<file path="config.mk">
export PLATFORM = sky130hd
export DESIGN_NAME = approx_adder_pipe_et
export DESIGN_NICKNAME = d
export VERILOG_FILES = /design/src/rtl/approx_adder_pipe_et.sv
export SDC_FILE = /design/constraint.sdc
export NUM_CORES = 1
export LEC_CHECK = 0
export ABC_CLOCK_PERIOD_IN_PS = 4200
export CAP_MARGIN = 0
export CELL_PAD_IN_SITES_DETAIL_PLACEMENT = 0
export CELL_PAD_IN_SITES_GLOBAL_PLACEMENT = 1
export CORE_ASPECT_RATIO = 1.4
export CORE_MARGIN = 4
export CORE_UTILIZATION = 40
export DETAILED_ROUTE_END_ITERATION = 8
export MAX_ROUTING_LAYER = met4
export PLACE_DENSITY = 0.85
export SKIP_LAST_GASP = 1
export SYNTH_ARGS = -nofsm -noshare
export SYNTH_HDL_FRONTEND = slang
export SYNTH_SLANG_ARGS = --single-unit
</file>
<file path="constraint.sdc">
create_clock -name clk -period 4.2 [get_ports clk]
set_input_delay 0.42 -clock clk [delete_from_list [all_inputs] [get_ports clk]]
set_output_delay 0.42 -clock clk [all_outputs]
set_load 0.01 [all_outputs]
</file>
<file path="src/rtl/approx_adder_pipe_et.sv">
// approx_adder_pipe_et: lower-part-OR approximate adder with error tracking, stallable pipeline and statistics
module approx_adder_pipe_et #(
   parameter int          WIDTH  = 4,
   parameter int          K      = 2,
   parameter int unsigned ET     = 1,
   parameter int          STAGES = 2,
   parameter int          CW     = 16
) (
   input  logic             clk,
   input  logic             rst,
   input  logic             in_valid,
   output logic             in_ready,
   input  logic [WIDTH-1:0] in_a,
   input  logic [WIDTH-1:0] in_b,
   input  logic             exact_mode,
   output logic             out_valid,
   input  logic             out_ready,
   output logic [WIDTH:0]   out_sum,
   output logic [WIDTH:0]   out_err,
   output logic             out_viol,
   input  logic             clr_stats,
   output logic [CW-1:0]    cnt_total,
   output logic [CW-1:0]    cnt_viol,
   output logic [WIDTH:0]   err_max
);
   localparam int KM = (K > 0) ? K - 1 : 0;
   localparam logic [WIDTH:0] MASK = (WIDTH+1)'((64'd1 << K) - 64'd1);

   logic             r_v    [STAGES];
   logic [WIDTH:0]   r_sum  [STAGES];
   logic [WIDTH:0]   r_err  [STAGES];
   logic             r_viol [STAGES];
   logic [WIDTH:0]   w_ae, w_be, w_exact, w_approx, w_sum, w_err;
   logic             w_c, w_viol, w_en, w_hs;

   // Exact and approximate sums are formed at entry so the mode bit travels implicitly with its data
   always_comb begin
      w_ae     = {1'b0, in_a};
      w_be     = {1'b0, in_b};
      w_exact  = w_ae + w_be;
      w_c      = (K > 0) && in_a[KM] && in_b[KM];
      w_approx = (((w_ae >> K) + (w_be >> K) + {{WIDTH{1'b0}}, w_c}) << K) | ((w_ae | w_be) & MASK);
      w_sum    = (exact_mode || K == 0) ? w_exact : w_approx;
      w_err    = (w_exact >= w_sum) ? w_exact - w_sum : w_sum - w_exact;
      w_viol   = 64'(w_err) > 64'(ET);
   end

   assign w_en      = ~(r_v[STAGES-1] & ~out_ready);
   assign in_ready  = w_en;
   assign out_valid = r_v[STAGES-1];
   assign out_sum   = r_sum[STAGES-1];
   assign out_err   = r_err[STAGES-1];
   assign out_viol  = r_viol[STAGES-1];
   assign w_hs      = out_valid & out_ready;

   // Pipeline shift; every stage holds when the output is stalled
   always_ff @(posedge clk) begin
      if (rst) begin
         for (int i = 0; i < STAGES; i++) begin
            r_v[i]    <= 1'b0;
            r_sum[i]  <= '0;
            r_err[i]  <= '0;
            r_viol[i] <= 1'b0;
         end
      end else if (w_en) begin
         r_v[0]    <= in_valid;
         r_sum[0]  <= w_sum;
         r_err[0]  <= w_err;
         r_viol[0] <= w_viol;
         for (int i = 1; i < STAGES; i++) begin
            r_v[i]    <= r_v[i-1];
            r_sum[i]  <= r_sum[i-1];
            r_err[i]  <= r_err[i-1];
            r_viol[i] <= r_viol[i-1];
         end
      end
   end

   // Saturating statistics updated on output handshakes; clear beats a simultaneous handshake
   always_ff @(posedge clk) begin
      if (rst || clr_stats) begin
         cnt_total <= '0;
         cnt_viol  <= '0;
         err_max   <= '0;
      end else if (w_hs) begin
         cnt_total <= (cnt_total == '1) ? cnt_total : cnt_total + CW'(1);
         cnt_viol  <= (out_viol && cnt_viol != '1) ? cnt_viol + CW'(1) : cnt_viol;
         err_max   <= (out_err > err_max) ? out_err : err_max;
      end
   end
endmodule

</file>
==> metrics.md, run 1 <==
| Metric | Value |
|---|---|
| First DRT Iteration DRCs | `68` |
| Non-filler instance count after layout | `between 500 and 600` |
| Yosys warns | `0` |
| Area growth syn-to-layout | `27.44%` |
| Detailed Place HPWL | `~5300 µm` |
| Critical path startpoint category | `input pin` |
| Synthesis-stage register bit count | `61` |
| Number of hold-repair buffers added at the cts stage | `0` |
| Total of cells resized after clock tree synthesis | `0` |
| Min Tclk post-route | `3.747 ns` |
| Post-CTS setup repair buffer count | `0` |
| Die height | `118.3 µm` |
| Placer's final routability congestion estimate | `around 0.82` |
| Standard-cell rows | `40` |
| Number of antenna violations at the first check in global routing | `0` |
| Clock latency on the worst-skew pair | `0.32 ns` |
| Transition time of the tightest slew-check pin | `approximately 0.8 ns` |
| Async set or reset register ratio after synthesis | `0%` |
| Cells after DPL | `517` |
| # clock sinks | `61` |
| Final setup TNS | `0 ns` |
| Final net count | `~460` |
| Post-synth top area cell | `sky130_fd_sc_hd__dfxtp_1` |
| Max Cap Viol | `0` |
| Routed via count divided by cell count | `approximately 5.0` |
| Worst min path class | `reg2reg` |
| Synthesized area per cell | `around 9.5 µm²` |
| Setup repair after global routing missed its margin | `no` |
| Area of the core region | `0.008508 mm²` |
| Clock buffer count from CTS | `9` |
| Final hold vios | `0` |
| Part of the total power dissipated in sequential elements | `approximately 40%` |
| Internal portion of total power | `roughly 1.3 mW` |
| Leakage power figure | `about 1.7 nW` |
| Maximum number of buffers from clock root to sink | `2` |
| Critical path peak fanout | `4` |
| Nature of the critical path endpoint | `register` |
| Initial core utilization | `40.84%` |
| Distinct cell type count after synthesis | `52` |
| Most common library cell in the layout ignoring fill and taps | `sky130_fd_sc_hd__clkdlybuf4s50_1` |
| Via count of the first global-routing pass | `approximately 2500` |
| Clock root cell | `sky130_fd_sc_hd__clkbuf_16` |
| Pins over their slew limit | `0` |
| Detailed-route wire length per cell | `between 10 and 15 µm` |
| Required time reported for the critical path endpoint | `roughly 4.3 ns` |
| Area share of the largest cell type after synthesis | `a little over a fifth` |
| Fraction of layout cells with a size suffix above 1 | `between 6 and 7%` |
| Num ports | `64` |
| Layout Skew | `about 0.0034 ns` |
| Net switching power | `between 0.4 and 0.5 mW` |
| Synthesized netlist cell count | `roughly 360` |
| Depth of the CTS H-tree | `3` |
| Final setup vio count | `0` |
| Switching part of the total | `25.05%` |
| Port Buffer Count | `63` |
| Post-Route WL | `about 7000 µm` |
| Commonest cells after routing, fill and taps aside | `sky130_fd_sc_hd__clkdlybuf4s50_1 (63), sky130_fd_sc_hd__nor2_1 (47), sky130_fd_sc_hd__dfxtp_1 (37)` |
| Portion of the clock cycle consumed by the worst path in the final layout | `between 80% and 90%` |
| Kind of critical path | `in2reg` |
| Worst Hold Slack | `~0.50 ns` |
| Number of detailed-route iterations in the first pass | `5` |
| Power share of the clock group | `between 30% and 40%` |
| Max rail drop VDD | `~0.28 mV` |
| Total Power | `~1.7 mW` |
| Final antenna diode count | `0` |
| Final ANT Viol Nets | `0` |
| Worst slew slack as a fraction of its limit | `a little under half` |
| Logic gate share of total power | `between 20% and 30%` |
| Final design instance area without fill | `between 0.004 and 0.005 mm²` |
| Clock tree from TritonCTS | `yes` |
| Area of the mapped netlist | `between 0.003 and 0.004 mm²` |
| GR Overflow Total | `0` |
| Run status | `completed` |
| Register area share after synthesis | `between 40 and 50%` |
| Placed inst area | `between 0.004 and 0.005 mm²` |
| Wire length of the first global-routing pass | `between 10000 and 15000 µm` |
| CTS clk-pin slew, worst paths | `0.05 ns` |
| Top cells by area in the synthesized netlist | `sky130_fd_sc_hd__dfxtp_1 (21%), sky130_fd_sc_hd__edfxtp_1 (21%), sky130_fd_sc_hd__ha_1 (7.2%)` |
| Die W | `~87 µm` |
| Critical path arrival | `3.81 ns` |
| EDFF count, synth | `24` |
| Net count of the mapped netlist | `just over 400` |
| Total via count after detailed routing | `roughly 2700` |
| Maximum number of pins on one net before global-route repair | `38` |
| Total DRC errors in the routed layout | `0` |
| Full die area | `roughly 0.010 mm²` |
| Top FF cell, synth | `sky130_fd_sc_hd__dfxtp_1` |
| Maximum frequency from static timing analysis | `0.2669 GHz` |
| Combined global-route utilization of all metal layers | `~15%` |
| Pwr Density | `approximately 390 mW/mm²` |
critical path, stage by stage:
cell and delay, ns:
sky130_fd_sc_hd__clkdlybuf4s50_1 0.53, sky130_fd_sc_hd__ha_1 0.16, sky130_fd_sc_hd__inv_1 0.04, sky130_fd_sc_hd__fa_1 0.38
sky130_fd_sc_hd__inv_1 0.08, sky130_fd_sc_hd__fa_1 0.42, sky130_fd_sc_hd__nand2_1 0.13, sky130_fd_sc_hd__o21ai_0 0.13
sky130_fd_sc_hd__ha_1 0.34, sky130_fd_sc_hd__and3_1 0.20, sky130_fd_sc_hd__a21boi_1 0.27, sky130_fd_sc_hd__a21oi_1 0.13
sky130_fd_sc_hd__a311oi_2 0.27, sky130_fd_sc_hd__xor2_1 0.21, sky130_fd_sc_hd__a31oi_1 0.10
cell usage after synthesis, types with 7 or more instances:
master and count:
sky130_fd_sc_hd__nand2_1 19, sky130_fd_sc_hd__and2_1 19, sky130_fd_sc_hd__dfxtp_1 37, sky130_fd_sc_hd__ha_1 20
sky130_fd_sc_hd__nand3_1 11, sky130_fd_sc_hd__xor2_1 14, sky130_fd_sc_hd__or3_1 8, sky130_fd_sc_hd__nand4_1 8
sky130_fd_sc_hd__a21oi_1 13, sky130_fd_sc_hd__clkbuf_1 7, sky130_fd_sc_hd__edfxtp_1 24, sky130_fd_sc_hd__mux2i_1 9
sky130_fd_sc_hd__nor3_1 7, sky130_fd_sc_hd__xnor2_1 10, sky130_fd_sc_hd__inv_1 28, sky130_fd_sc_hd__buf_4 10
sky130_fd_sc_hd__o21ai_0 13, sky130_fd_sc_hd__nor2_1 47
cells by family after synthesis:
logic type               Yosys count  share of synthesized area [%]
adder cells (fa/ha/maj)           25                          10.08
buffers and inverters             46                          6.050
multiplexers                      11                          3.565
AND/OR/NAND/NOR                  143                          21.10
AO/OA/AOI/OAI                     53                          10.62
flip-flops                        61                          42.06
XOR/XNOR                          25                          6.518
through the flow:
stage / util [%] / setup WS (ns)
after detailed placement: 48.78 / 0.1337
after floorplan: - / 0.9235
after global routing: 52.04 / 0.2090
after CTS: 52.04 / 0.4858
after global placement: 48.78 / 0.2570
final: 52.04 / 0.4529
sequential cells by signal, indices dropped and copies added (netlist names):
| name | flops |
|---|---|
| r_viol | 2 |
| r_err | 10 |
| r_sum | 10 |
| cnt_total | 16 |
| cnt_viol | 16 |
| err_max | 5 |
| r_v | 2 |
per-layer routing:
| layer | vias to the layer above | track usage [%] | wire [µm] |
|---|---|---|---|
| met3 | 11 | 2.510 | 380 |
| li1 | 1370 | - | - |
| met2 | 70 | 24.09 | 3641 |
| met1 | 1233 | 16.47 | 2832 |
| met4 | 0 | 7.992 | 138 |
| met5 | - | - | 0 |
path summary, 6_finish.rpt:
check                start       endpoint  slack (ns)  cells past startpoint
min reg2reg  cnt_total[10]  cnt_total[10]        0.50                      2
min          cnt_total[10]  cnt_total[10]        0.50                      2
max                in_a[1]   r_viol[0][0]        0.45                     15
max reg2reg    r_err[0][6]     err_max[4]        2.03                      8
power by group through the flow:
stage                     clock network [mW]  logic (mW)  registers (mW)
final                                  0.682       0.351           0.678
after detailed placement                   0       0.351           0.689
after floorplan                            0       0.268           0.684
after CTS                              0.700       0.353           0.678
after global placement                     0       0.347           0.690
after global routing                   0.724       0.393           0.681
cell type report:
type / instances / area [µm²]
multi-input cells: 257 / 1803
inverters: 29 / 108.9
well taps: 105 / 131.4
clock inverters: 4 / 41.29
fillers: 780 / 4080
flip-flops and latches: 61 / 1461
repair buffers: 65 / 645.6
clock buffers: 12 / 236.5
Note: power is estimated with default switching activity, not from simulation.
==> run 2: changes to the inputs <==
--- a/config.mk
+++ b/config.mk
@@ -11,10 +11,10 @@
 export CELL_PAD_IN_SITES_GLOBAL_PLACEMENT = 1
 export CORE_ASPECT_RATIO = 1.4
 export CORE_MARGIN = 4
-export CORE_UTILIZATION = 40
+export CORE_UTILIZATION = 25
 export DETAILED_ROUTE_END_ITERATION = 8
 export MAX_ROUTING_LAYER = met4
-export PLACE_DENSITY = 0.85
+export PLACE_DENSITY = 0.59
 export SKIP_LAST_GASP = 1
 export SYNTH_ARGS = -nofsm -noshare
 export SYNTH_HDL_FRONTEND = slang
==> run 2 against run 1 <==
Compared with the run above: clock skew up 0.0031 ns; register-to-register slack worse by 0.04 ns; non-clock buffer count unchanged; power is 0.65% lower; hold slack better by 0.0063 ns; global-route usage is 4.2 points lower; count of clock-buffer cells in the layout up 3; sequential power about the same; highest routed layer unchanged.
==> metrics.md, run 2 (synthesis gave the netlist of run 1 again) <==
| Metric | Value |
|---|---|
| Run status | `completed` |
| Number of inserted filler cells in the final layout | `1434` |
| Depth of the CTS H-tree | `3` |
| Port Buffer Count | `between 60 and 70` |
| # clock sinks | `between 60 and 70` |
| Placer's final routability congestion estimate | `0.8182` |
| Via count of the first global-routing pass | `around 2600` |
| Portion of the clock cycle consumed by the worst path in the final layout | `between 80 and 90%` |
| Number of antenna violations at the first check in global routing | `0` |
| Area of the core region | `0.01351 mm²` |
| Nature of the critical path endpoint | `register` |
| Num ports | `64` |
| Die W | `~110 µm` |
| Part of the total power dissipated in sequential elements | `39.8%` |
| Final setup TNS | `0 ns` |
| Total of cells resized after clock tree synthesis | `0` |
| Area growth syn-to-layout | `30.07%` |
| Leakage power figure | `between 1.5 and 2 nW` |
| Number of hold-repair buffers added at the cts stage | `0` |
| CTS clk-pin slew, worst paths | `roughly 0.050 ns` |
| Pins over their slew limit | `0` |
| Wire length of the first global-routing pass | `approximately 13000 µm` |
| Net switching power | `0.4389 mW` |
| Total Power | `1.699 mW` |
| Routed via count divided by cell count | `about 4.4` |
| Maximum frequency from static timing analysis | `between 0.2 and 0.3 GHz` |
| Clock root cell | `sky130_fd_sc_hd__clkbuf_16` |
| Detailed Place HPWL | `~6100 µm` |
| Final setup vio count | `0` |
| Logic gate share of total power | `between 20% and 30%` |
| Transition time of the tightest slew-check pin | `~0.85 ns` |
| Full die area | `0.01588 mm²` |
| Largest registers ranked by flip-flop count | `cnt_total x16, cnt_viol x16` |
| Setup repair after global routing missed its margin | `no` |
| Final hold vios | `0` |
| Layout Skew | `approximately 0.0064 ns` |
| Worst min path class | `reg2reg` |
| Switching part of the total | `between 20% and 30%` |
| Final net count | `between 400 and 500` |
| Total DRC errors in the routed layout | `0` |
| Min Tclk post-route | `between 3 and 4 ns` |
| Max Cap Viol | `0` |
| Critical path peak fanout | `4` |
| Total via count after detailed routing | `between 2000 and 3000` |
| Detailed-route wire length per cell | `around 13 µm` |
| Critical path startpoint category | `input pin` |
| Initial core utilization | `approximately a quarter` |
| Final ANT Viol Nets | `0` |
| First DRT Iteration DRCs | `around 120` |
| Fraction of layout cells with a size suffix above 1 | `between 6 and 7%` |
| Kind of critical path | `in2reg` |
| Most common library cell in the layout ignoring fill and taps | `sky130_fd_sc_hd__clkdlybuf4s50_1` |
| Clock tree from TritonCTS | `yes` |
| Clock buffer count from CTS | `9` |
| Die height | `between 100 and 150 µm` |
| Number of detailed-route iterations in the first pass | `4` |
| Worst slew slack as a fraction of its limit | `a little over two fifths` |
| Pwr Density | `376.0 mW/mm²` |
| Max rail drop VDD | `just over 0.2 mV` |
| Final antenna diode count | `0` |
| Power share of the clock group | `39.3%` |
| Maximum number of pins on one net before global-route repair | `38` |
| Maximum number of buffers from clock root to sink | `2` |
| Combined global-route utilization of all metal layers | `approximately a tenth` |
| Clock latency on the worst-skew pair | `roughly 0.32 ns` |
| Post-Route WL | `between 7000 and 8000 µm` |
| Standard-cell rows | `50` |
| Required time reported for the critical path endpoint | `4.25 ns` |
| Final core utilization | `~33%` |
| Post-CTS setup repair buffer count | `0` |
| GR Overflow Total | `0` |
| Internal portion of total power | `between 1 and 1.5 mW` |
| Commonest cells after routing, fill and taps aside | `sky130_fd_sc_hd__clkdlybuf4s50_1 (63), sky130_fd_sc_hd__nor2_1 (47), sky130_fd_sc_hd__dfxtp_1 (37)` |
| Critical path arrival | `between 3 and 4 ns` |
[run 2: cell types whose count changed in the layout (fill, tap and decap cells not counted), sizes merged]
| cell | delta |
|---|---|
| clkbuf | +3 |
| clkinv | -2 |
| bufinv | -1 |
[run 2: area by class of cell]
class	count	area [µm²]	share of cell area (%)
sequential	61	1461	32.34
multi-input combinational	257	1803	39.89
clock inverter	1	5.005	0.1107
tap	182	227.7	5.039
clock buffer	15	267.8	5.925
inverter	29	108.9	2.409
timing repair buffer	65	645.6	14.29
[run 2: metrics by stage]
step / hold slack, ns / cell area, µm² / instances / setup slack, ns
5_1_grt: 0.5240 / 4519 / 610 / 0.1590
2_1_floorplan: 0.4967 / 3475 / 364 / 0.9235
6_report: 0.5097 / 4519 / 610 / 0.4576
4_1_cts: 0.5119 / 4519 / 610 / 0.4699
3_3_place_gp: 0.4772 / 4247 / 594 / 0.2142
3_5_place_dp: 0.5041 / 4247 / 594 / 0.1228
[run 2: per-layer routing]
metal	share of wire, %	GRT usage [%]	up-vias	routed length (µm)
met4	2.1	6.507	0	167
met2	52	18.28	67	4065
met5	0	-	-	0
met3	5.0	1.398	13	394
li1	-	-	1368	-
met1	41	10.91	1252	3186
[run 2: path summary, 6_finish.rpt]
kind	to	cells after the start	slack (ns)	startpoint
worst max-delay path	r_viol[0][0]	15	0.46	in_a[1]
worst min-delay path	cnt_viol[11]	2	0.51	cnt_viol[11]
worst max register to register	cnt_viol[15]	7	1.99	cnt_viol[6]
worst min register to register	cnt_viol[11]	2	0.51	cnt_viol[11]
[run 2: worst max-delay path: stages]
cell and delay, ns:
sky130_fd_sc_hd__clkdlybuf4s50_1 0.53, sky130_fd_sc_hd__ha_1 0.16, sky130_fd_sc_hd__inv_1 0.04, sky130_fd_sc_hd__fa_1 0.39, sky130_fd_sc_hd__inv_1 0.08, sky130_fd_sc_hd__fa_1 0.43
sky130_fd_sc_hd__nand2_1 0.12, sky130_fd_sc_hd__o21ai_0 0.14, sky130_fd_sc_hd__ha_1 0.34, sky130_fd_sc_hd__and3_1 0.19, sky130_fd_sc_hd__a21boi_1 0.25, sky130_fd_sc_hd__a21oi_1 0.12
sky130_fd_sc_hd__a311oi_2 0.27, sky130_fd_sc_hd__xor2_1 0.21, sky130_fd_sc_hd__a31oi_1 0.10
[run 2: power groups by stage]
stage / combinational [mW] / clock, mW / sequential [mW]
3_3_place_gp: 0.357 / 0 / 0.690
6_report: 0.355 / 0.668 / 0.677
3_5_place_dp: 0.360 / 0 / 0.689
4_1_cts: 0.361 / 0.696 / 0.678
5_1_grt: 0.396 / 0.714 / 0.682
2_1_floorplan: 0.268 / 0 / 0.684
==> run 3: changes to the inputs <==
--- a/config.mk
+++ b/config.mk
@@ -5,11 +5,10 @@
 export SDC_FILE = /design/constraint.sdc
 export NUM_CORES = 1
 export LEC_CHECK = 0
-export ABC_CLOCK_PERIOD_IN_PS = 4200
 export CAP_MARGIN = 0
 export CELL_PAD_IN_SITES_DETAIL_PLACEMENT = 0
 export CELL_PAD_IN_SITES_GLOBAL_PLACEMENT = 1
-export CORE_ASPECT_RATIO = 1.4
+export CORE_ASPECT_RATIO = 0.5
 export CORE_MARGIN = 4
 export CORE_UTILIZATION = 25
 export DETAILED_ROUTE_END_ITERATION = 8
==> run 3 against run 2 <==
Compared with the run above: cell count increased by 1.5%; global-route usage decreased by 0.36 points; first-iteration DRC count decreased by 8.9%; sequential share of layout area decreased by 0.45 points; sequential power about the same; hold slack got worse by 0.0070 ns; combinational power about the same; sequential cell count unchanged; clock skew decreased by 0.0019 ns; clock power increased by 24%; largest power group is now clock; critical path type unchanged; highest routed layer unchanged; via count decreased by 2.5%; core utilization increased by 0.28 points.
==> metrics.md, run 3 (synthesis gave the netlist of run 1 again) <==
| Metric | Value |
|---|---|
| Maximum frequency from static timing analysis | `0.2655 GHz` |
| Cell count along the critical path | `15` |
| Full die area | `approximately 0.016 mm²` |
| Maximum number of buffers from clock root to sink | `2` |
| Final antenna diode count | `0` |
| Initial core utilization | `around a quarter` |
| Port Buffer Count | `63` |
| Area growth syn-to-layout | `31.91%` |
| Worst hold path stage count | `2` |
| Buf+Inv Stages, Crit Path | `3` |
| Setup repair after global routing missed its margin | `no` |
| Kind of critical path | `in2reg` |
| Detailed-route wire length per cell | `about 12 µm` |
| Standard-cell rows | `30` |
| Portion of the clock cycle consumed by the worst path in the final layout | `between 80% and 90%` |
| Number of inserted filler cells in the final layout | `between 1000 and 1500` |
| Internal portion of total power | `1.405 mW` |
| Critical path arrival | `~3.8 ns` |
| Final ANT Viol Nets | `0` |
| Cell with the biggest individual delay on the critical path | `sky130_fd_sc_hd__clkdlybuf4s50_1` |
| Transition time of the tightest slew-check pin | `approximately 0.85 ns` |
| Sequential cell area | `~0.0015 mm²` |
| GR Overflow Total | `0` |
| Total via count after detailed routing | `~2600` |
| Required time reported for the critical path endpoint | `about 4.3 ns` |
| Worst min path class | `reg2reg` |
| Final setup TNS | `0 ns` |
| Switching part of the total | `about a quarter` |
| Number of hold-repair buffers added at the cts stage | `0` |
| Worst-case reg-to-reg path depth | `8` |
| # clock sinks | `61` |
| Wire length of the first global-routing pass | `around 13000 µm` |
| Fraction of layout cells with a size suffix above 1 | `between 6 and 7%` |
| Depth of the CTS H-tree | `3` |
| Area of the core region | `approximately 0.014 mm²` |
| Total DRC errors in the routed layout | `0` |
| Logic gate share of total power | `a little under a fifth` |
| Final setup vio count | `0` |
| Most common library cell in the layout ignoring fill and taps | `sky130_fd_sc_hd__clkdlybuf4s50_1` |
| Clock buffer count from CTS | `9` |
| Largest registers ranked by flip-flop count | `cnt_total x16, cnt_viol x16` |
| Final core utilization | `about 34%` |
| Die height | `between 90 and 100 µm` |
| First DRT Iteration DRCs | `113` |
| Placer's final routability congestion estimate | `0.8145` |
| Total Power | `between 1.5 and 2 mW` |
| Part of the total power dissipated in sequential elements | `36.2%` |
| Nature of the critical path endpoint | `register` |
| Max rail drop VDD | `0.1722 mV` |
| Cells along the critical path | `clkdlybuf4s50_1 -> ha_1 -> inv_1 -> fa_1 -> inv_1 -> fa_1 -> nand2_1 -> o21ai_0 -> ha_1 -> and3_1 -> a21boi_1 -> a21oi_1 -> a311oi_2 -> xor2_1 -> a31oi_1` |
| Critical path startpoint category | `input pin` |
| Worst Hold Slack | `0.5027 ns` |
| Commonest cells after routing, fill and taps aside | `sky130_fd_sc_hd__clkdlybuf4s50_1 (63), sky130_fd_sc_hd__nor2_1 (47), sky130_fd_sc_hd__dfxtp_1 (37)` |
| Combined global-route utilization of all metal layers | `around a tenth` |
| Run status | `completed` |
| Critical path peak fanout | `4` |
| Die W | `approximately 170 µm` |
| Net switching power | `approximately 0.46 mW` |
| Total of cells resized after clock tree synthesis | `0` |
| Area of combinational cells with multiple inputs | `approximately 0.0018 mm²` |
| Pins over their slew limit | `0` |
| Worst flop-to-flop path startpoint | `r_err[0][6]` |
| Max Cap Viol | `0` |
| Pwr Density | `406.4 mW/mm²` |
| Min Tclk post-route | `around 3.8 ns` |
| Number of antenna violations at the first check in global routing | `0` |
| Maximum number of pins on one net before global-route repair | `38` |
| Power share of the clock group | `between 40 and 50%` |
| Clock latency on the worst-skew pair | `between 0.3 and 0.4 ns` |
| Clock tree from TritonCTS | `yes` |
| Post-CTS setup repair buffer count | `0` |
| Critical path origin | `in_a[1]` |
| Routed via count divided by cell count | `between 4 and 5` |
| Critical Path Max Stage Delay | `0.54 ns` |
| Detailed Place HPWL | `between 5000 and 6000 µm` |
| Number of detailed-route iterations in the first pass | `4` |
| CTS clk-pin slew, worst paths | `0.05 ns` |
| Final net count | `461` |
| Worst hold start | `cnt_viol[11]` |
| Final hold vios | `0` |
| Via count of the first global-routing pass | `roughly 2600` |
| Post-Route WL | `between 7000 and 8000 µm` |
| Placed inst area | `approximately 0.0043 mm²` |
| Layout Skew | `0.004563 ns` |
| Num ports | `64` |
| Worst slew slack as a fraction of its limit | `roughly 44%` |
| Leakage power figure | `1.674 nW` |
| Final design instance area without fill | `between 0.004 and 0.005 mm²` |
| Clock root cell | `sky130_fd_sc_hd__clkbuf_16` |
| Largest delay share family, worst path | `adder cells` |
run 3: cell types whose count changed in the layout (fill, tap and decap cells not counted), sizes merged:
cell / previous run / this run
clkinv: 1 / 2
clkbuf: 15 / 11
buf: 2 / 1
bufinv: 0 / 3
run 3: metrics by stage:
stage,cells,worst slack (ns)
finish,619,0.4339
global route,619,0.1917
CTS,619,0.4707
detailed placement,603,0.1216
global placement,603,0.2088
floorplan,364,0.9235
run 3: worst paths after layout:
| check | slack, ns | to |
|---|---|---|
| setup / recovery | 0.43 | r_viol[0][0] |
| hold reg to reg | 0.50 | cnt_viol[11] |
| setup reg to reg | 2.05 | err_max[1] |
| hold / removal | 0.50 | cnt_viol[11] |
run 3: cell type report:
cell class | instances | area share [%]
multi-input cells | 257 | 39.34
flip-flops and latches | 61 | 31.89
repair buffers | 64 | 13.92
well taps | 192 | 5.242
clock buffers | 11 | 5.078
inverters | 29 | 2.375
clock inverters | 5 | 2.157
run 3: metal layers:
layer	vias to the layer above	global-route usage (%)	part of all wire (%)
met2	38	16.63	47
met5	-	-	0
li1	1370	-	-
met1	1220	11.91	48
met4	0	2.939	0.74
met3	5	3.161	3.8
run 3: power by group through the flow:
stage	sequential [mW]	clock, mW	combinational, mW
5_1_grt	0.678	0.886	0.395
4_1_cts	0.676	0.861	0.360
3_5_place_dp	0.688	0	0.358
3_3_place_gp	0.688	0	0.359
6_report	0.675	0.831	0.356
2_1_floorplan	0.684	0	0.268
run 3: tightest hold or removal path, delay by kind of cell (launching register included):
| family | cells | cell delay (ns) |
|---|---|---|
| flip-flops | 1 | 0.32 |
| AO/OA/AOI/OAI | 2 | 0.13 |
